File: src/rtl/decode_stage_sequencer.sv
// decode_stage_sequencer
// Top-level scheduler for the image decompressor. Runs the SRAM-sharing stages
// UART loader -> M3 (lossless decode) -> M2 (IDCT) -> M1 (YUV->RGB) in fixed
// order. Each enabled stage gets a one-cycle start pulse. Ownership of the single
// SRAM port then passes to that stage until its done pulse. An idle gap is
// inserted between stages so that no write enable can carry over a handover.
//
// Parameters:
//   STAGE_MASK     - bit0 UART, bit1 M3, bit2 M2, bit3 M1; a 0 bit skips the stage
//   GAP_CYCLES     - idle cycles between stages (1..15)
//   TIMEOUT_CYCLES - per-stage watchdog limit (only with SEQ_WATCHDOG_EN)
// Ports:
//   Clock, Reset (synchronous, active-high), Start (one-cycle request)
//   Busy, Done (one-cycle pulse), Error (sticky watchdog error), Stage (state code)
//   <s>_start / <s>_done              - per-stage handshake, s in {uart, m3, m2, m1}
//   <s>_sram_address/_write_data/_we_n - per-stage SRAM request
//   SRAM_address/_write_data/_we_n     - muxed SRAM port
// Optional feature macro: SEQ_WATCHDOG_EN (adds the watchdog and the ERROR state).

module decode_stage_sequencer #(
  parameter logic [3:0]  STAGE_MASK     = 4'b1111,
  parameter int unsigned GAP_CYCLES     = 2,
  parameter logic [23:0] TIMEOUT_CYCLES = 24'd4_000_000
) (
  input  logic        Clock,
  input  logic        Reset,
  input  logic        Start,
  output logic        Busy,
  output logic        Done,
  output logic        Error,
  output logic [2:0]  Stage,
  output logic        uart_start,
  output logic        m3_start,
  output logic        m2_start,
  output logic        m1_start,
  input  logic        uart_done,
  input  logic        m3_done,
  input  logic        m2_done,
  input  logic        m1_done,
  input  logic [17:0] uart_sram_address,
  input  logic [15:0] uart_sram_write_data,
  input  logic        uart_sram_we_n,
  input  logic [17:0] m3_sram_address,
  input  logic [15:0] m3_sram_write_data,
  input  logic        m3_sram_we_n,
  input  logic [17:0] m2_sram_address,
  input  logic [15:0] m2_sram_write_data,
  input  logic        m2_sram_we_n,
  input  logic [17:0] m1_sram_address,
  input  logic [15:0] m1_sram_write_data,
  input  logic        m1_sram_we_n,
  output logic [17:0] SRAM_address,
  output logic [15:0] SRAM_write_data,
  output logic        SRAM_we_n
);

  // Encoding equals the externally visible Stage code.
  typedef enum logic [2:0] {
    StIdle  = 3'd0,
    StUart  = 3'd1,
    StM3    = 3'd2,
    StM2    = 3'd3,
    StM1    = 3'd4,
    StGap   = 3'd5,
    StDone  = 3'd6,
    StError = 3'd7
  } state_e;

  // Owner codes share the stage state codes so a stage state converts directly.
  localparam logic [2:0] OwnNone = 3'd0;
  localparam logic [2:0] OwnUart = 3'd1;
  localparam logic [2:0] OwnM3   = 3'd2;
  localparam logic [2:0] OwnM2   = 3'd3;
  localparam logic [2:0] OwnM1   = 3'd4;

  state_e     state;
  state_e     gap_next;     // stage (or StDone) to enter when the gap expires
  state_e     first_stage;
  state_e     after_cur;
  logic [2:0] owner;
  logic       entry;        // high only in the first cycle of a stage
  logic [3:0] gap_cnt;
  logic       owner_done;

`ifdef SEQ_WATCHDOG_EN
  logic [23:0] wd_cnt;
`else
  logic [23:0] unused_timeout;
  assign unused_timeout = TIMEOUT_CYCLES;
`endif

  // First enabled stage whose code is above cur; StDone when none remain.
  function automatic state_e next_stage(input logic [2:0] cur);
    state_e nxt;
    logic   found;
    nxt   = StDone;
    found = 1'b0;
    for (int i = 0; i < 4; i++) begin
      if (!found && STAGE_MASK[i[1:0]] && (3'(i + 1) > cur)) begin
        nxt   = state_e'(3'(i + 1));
        found = 1'b1;
      end
    end
    return nxt;
  endfunction

  always_comb begin
    first_stage = next_stage(3'd0);
    after_cur   = next_stage(state);
  end

  // Only the owning stage's done is observed.
  always_comb begin
    owner_done = 1'b0;
    case (owner)
      OwnUart: owner_done = uart_done;
      OwnM3:   owner_done = m3_done;
      OwnM2:   owner_done = m2_done;
      OwnM1:   owner_done = m1_done;
      default: owner_done = 1'b0;
    endcase
  end

  always_ff @(posedge Clock) begin
    if (Reset) begin
      state    <= StIdle;
      gap_next <= StDone;
      owner    <= OwnNone;
      entry    <= 1'b0;
      gap_cnt  <= 4'd0;
`ifdef SEQ_WATCHDOG_EN
      wd_cnt   <= 24'd0;
`endif
    end else begin
      entry <= 1'b0;
      case (state)
        StIdle: begin
          if (Start) begin
            if (first_stage == StDone) begin
              state <= StDone;
            end else begin
              state <= first_stage;
              owner <= first_stage;
              entry <= 1'b1;
`ifdef SEQ_WATCHDOG_EN
              wd_cnt <= 24'd0;
`endif
            end
          end
        end
        StUart, StM3, StM2, StM1: begin
          // A done coinciding with the start pulse belongs to a previous run.
          if (!entry && owner_done) begin
            state    <= StGap;
            owner    <= OwnNone;
            gap_cnt  <= 4'(GAP_CYCLES - 1);
            gap_next <= after_cur;
          end
`ifdef SEQ_WATCHDOG_EN
          else if (wd_cnt == TIMEOUT_CYCLES - 24'd1) begin
            state <= StError;
            owner <= OwnNone;
          end else begin
            wd_cnt <= wd_cnt + 24'd1;
          end
`endif
        end
        StGap: begin
          if (gap_cnt == 4'd0) begin
            if (gap_next == StDone) begin
              state <= StDone;
            end else begin
              state <= gap_next;
              owner <= gap_next;
              entry <= 1'b1;
`ifdef SEQ_WATCHDOG_EN
              wd_cnt <= 24'd0;
`endif
            end
          end else begin
            gap_cnt <= gap_cnt - 4'd1;
          end
        end
        StDone:  state <= StIdle;
        StError: state <= StError;  // left only through Reset
        default: state <= StIdle;
      endcase
    end
  end

  assign Stage      = state;
  assign Busy       = (state != StIdle) && (state != StError);
  assign Done       = (state == StDone);
  assign uart_start = entry && (state == StUart);
  assign m3_start   = entry && (state == StM3);
  assign m2_start   = entry && (state == StM2);
  assign m1_start   = entry && (state == StM1);

`ifdef SEQ_WATCHDOG_EN
  assign Error = (state == StError);
`else
  assign Error = 1'b0;
`endif

  // Selected by the registered owner so the owning stage sees no added latency.
  always_comb begin
    SRAM_address    = 18'd0;
    SRAM_write_data = 16'd0;
    SRAM_we_n       = 1'b1;
    case (owner)
      OwnUart: begin
        SRAM_address    = uart_sram_address;
        SRAM_write_data = uart_sram_write_data;
        SRAM_we_n       = uart_sram_we_n;
      end
      OwnM3: begin
        SRAM_address    = m3_sram_address;
        SRAM_write_data = m3_sram_write_data;
        SRAM_we_n       = m3_sram_we_n;
      end
      OwnM2: begin
        SRAM_address    = m2_sram_address;
        SRAM_write_data = m2_sram_write_data;
        SRAM_we_n       = m2_sram_we_n;
      end
      OwnM1: begin
        SRAM_address    = m1_sram_address;
        SRAM_write_data = m1_sram_write_data;
        SRAM_we_n       = m1_sram_we_n;
      end
      default: begin
        SRAM_address    = 18'd0;
        SRAM_write_data = 16'd0;
        SRAM_we_n       = 1'b1;
      end
    endcase
  end

endmodule

File: config.mk
export PLATFORM = sky130hd
export DESIGN_NAME = decode_stage_sequencer
export DESIGN_NICKNAME = d
export VERILOG_FILES = /design/src/rtl/decode_stage_sequencer.sv
export SDC_FILE = /design/constraint.sdc
export NUM_CORES = 1
export LEC_CHECK = 0
export CORE_MARGIN = 1.5
export CORE_UTILIZATION = 31
export DETAILED_ROUTE_END_ITERATION = 8
export GPL_ROUTABILITY_DRIVEN = 1
export PLACE_DENSITY = 0.83
export SYNTH_ARGS = -nofsm -noshare
export SYNTH_HDL_FRONTEND = slang
export SYNTH_SLANG_ARGS = --single-unit
File: constraint.sdc
create_clock -name Clock -period 2.2 [get_ports Clock]
set_input_delay 0.33 -clock Clock [delete_from_list [all_inputs] [get_ports Clock]]
set_output_delay 0.33 -clock Clock [all_outputs]
set_load 0.01 [all_outputs]
==> impl_results.md <==
* Status: finished, final reports clean
* Top cell type's share of synthesized area at 19.7%
* Final core utilization at 69.0%
* Max VDD drop at 0.462 mV
* Most frequent cell after synthesis: mux2i_1
* Slew Limit Fails at 0
* Cell taking the most area after synthesis: mux2i_1
* Die W at between 80 and 90 µm
* CTS Hold Buffers Added at 0
* Detailed Route Iter0 Violations at 141
* Port bufs at 190
* Non-filler cells, final at 515
* Max-slew headroom at 65.9%
* ANT nets after route at 0
* Worst path required time at between 1.5 and 2 ns
* Root buffer cell: clkbuf_8
* Yosys cell types at 48
* Clock sinks at 14
* Crit-path max FO at 9
* CTS tree: yes
* CP arrival at 1.81 ns
* Mapped Avg Cell Area at around 7.7 µm²
* Die Area at 6860 µm²
* Diodes inserted at 0
* CP Launch Type: register
* Final period util at 97.3%
* Initial antenna violation count at 0
* Num rows at 28
* Number of hold violations in the final report at 0
* Beginning of the worst register-to-register path: Stage[2]$_SDFFE_PP0P_
* Max cap viols at 0
* Slew of the pin with the lowest slew margin at 0.509 ns
* Die H at 82.9 µm
* Cells after Synth at 256
* Min-Delay Path Class: reg2reg
* Final Skew at 0.00270 ns
* Area of the mapped netlist at 1980 µm²
* PD cells at 657 nW/µm²
* Total Nets Final at 590
* Worst Setup End Kind: output port
* Clock transition at path regs at 0.06 ns
* GRT Overall Usage at 27.5%
* Post-synthesis register bit count at 14
* Reg2reg path depth at 6
* # setup viols final at 0
* Hold WS at 0.518 ns
* Largest net degree at the start of global routing at 35
* Post-Syn Nets at 405
* Routed wire length per instance at between 20 and 25 µm
* Inserted Clock Buffers at 3
* Via count at about 2900
* Top-Level Pins at 192
* Synth top cells by count: 39 x mux2i_1, 35 x o22ai_1, 34 x a22oi_1, 17 x clkbuf_1
* WHS Path Cells at 2
* Placed wire-length estimate at 7870 µm
* Drt pass-1 iters at 5
* Vias in the first global route at roughly 2800
* Core Region at 6030 µm²
* Setup TNS at 0 ns
* Initial Util at 32.8%
* Hold_sp: gap_cnt[1]$_SDFFE_PP0P_
* Setup slack after layout at 0.0588 ns
* Reg-to-reg slack, setup at 0.18 ns
* CTS Buffer Depth at 2
* Place WS at 0.109 ns
* Fmax at 467 MHz
* Share of post-route cells with drive strength above 1 at a little under a tenth
* Post-synth EDFFs at 0
* Fin crit period at 2.14 ns
* Worst setup path category: reg2out
* Ys async rst share at 0%
* Global-route wire length before repair at 15400 µm
* Worst-skew pair later-pin latency at about 0.25 ns
* Grt total ovfl at 0
* Worst Hold End: gap_cnt[1]$_SDFFE_PP0P_
* Detailed Route WL at 10300 µm
* Worst r2r dst: gap_cnt[3]$_SDFFE_PP0P_
* Routability cong. at 0.884
* H-Tree Depth at 1
* Routed vias/inst at 5.67
* Main synth FF type: dfxtp_1
* Sequential-to-total area share from yosys stat at 14.2%
* Leak at roughly 1.9 nW
* Number of placed instances, taps included at 509
* YS warnings at 0
* Filler cell count at 487
* DR DRC count at 0
* Area contributors post-synth: mux2i_1 20%, dfxtp_1 14%, a22oi_1 13%
* Area Overhead vs Synth at 110%
* RSZ-0062 raised after global routing: false
-- per-layer routing --
| metal | up-vias | GRT usage [%] | wire [µm] | part of all wire (%) |
|---|---|---|---|---|
| met5 | - | 0 | 0 | 0 |
| met4 | 0 | 9.55 | 380 | 3.7 |
| met3 | 30 | 8.05 | 1100 | 11 |
| met2 | 194 | 43.9 | 4710 | 46 |
| met1 | 1318 | 35.4 | 4130 | 40 |
| li1 | 1378 | - | - | - |
-- worst max-delay path by stage --
stage	from	endpoint	cells past startpoint
after floorplan	owner[2]$_SDFFE_PP0P_	SRAM_address[0]	6
after global placement	m1_done	gap_next[0]$_SDFFE_PP0P_	6
after detailed placement	m1_done	gap_next[0]$_SDFFE_PP0P_	6
after CTS	owner[1]$_SDFFE_PP0P_	SRAM_we_n	4
after global routing	Stage[2]$_SDFFE_PP0P_	gap_cnt[3]$_SDFFE_PP0P_	6
final	Stage[1]$_SDFFE_PP0P_	Busy	4
-- what timing repair did --
action / 4_1_cts / 5_1_grt
resized for setup: 4 / 36
cloned: 0 / 1
setup buffers: 0 / 1
setup endpoints to repair: 5 / 34
hold endpoints to repair: 0 / 0
-- state kept, by name (all words and copies together) (netlist names) --
| signal | cells |
|---|---|
| owner | 3 |
| entry | 1 |
| Stage | 3 |
| gap_cnt | 4 |
| gap_next | 3 |
-- report_power, final --
group,internal (mW),total (mW),leakage [nW],switching (mW)
Clock,0.159,0.254,0.0288,0.0949
Sequential,0.317,0.415,0.116,0.0982
Combinational,1.07,2.06,1.75,0.996
Total,1.54,2.73,1.90,1.19
-- critical path, cell delays in order, from the launching register on --
cell and delay (ns):
dfxtp_2 0.37, buf_4 0.17, or3_4 0.42, o21a_1 0.13
clkdlybuf4s50_1 0.47
-- cells in the final DEF (no fill, tap or decap), drive strengths merged, types with 3 or more instances in the layout --
master / instances
nor2: 15
buf: 18
nand2: 12
a22oi: 34
dlymetal6s2s: 30
and3: 3
a21oi: 6
nand3b: 4
inv: 7
o21ai: 7
nand2b: 3
o211ai: 6
dfxtp: 14
o21a: 4
mux2i: 39
o22ai: 35
clkdlybuf4s50: 156
clkbuf: 5
or3: 3
dlygate4sd2: 4
nor3: 9
-- through the flow --
stage	instance area (µm²)	power, mW
floorplan	1980	1.53
global placement	3990	2.44
detailed placement	3990	2.47
CTS	4040	2.72
global route	4160	2.89
finish	4160	2.73
-- layout make-up --
cell class / instances / area (µm²) / area share (%)
timing repair buffer: 209 / 2160 / 52.0
multi-input combinational: 206 / 1530 / 36.9
sequential: 14 / 287 / 6.89
tap: 75 / 93.8 / 2.26
clock buffer: 4 / 55.1 / 1.32
inverter: 7 / 26.3 / 0.632
-- cell families (layout without fill, tap and decap cells) --
group                      after synthesis  in the layout  share of synthesized area (%)
other                                    1              1                          0.190
buffers and inverters                   36            220                           8.73
AOI/OAI and AO/OA                      107            107                           40.1
muxes                                   39             39                           19.7
adders and majority gates                2              2                           1.27
and+or+nand+nor                         57             57                           15.8
DFF                                     14             14                           14.2
No activity file was read; power rests on OpenSTA's default activity.
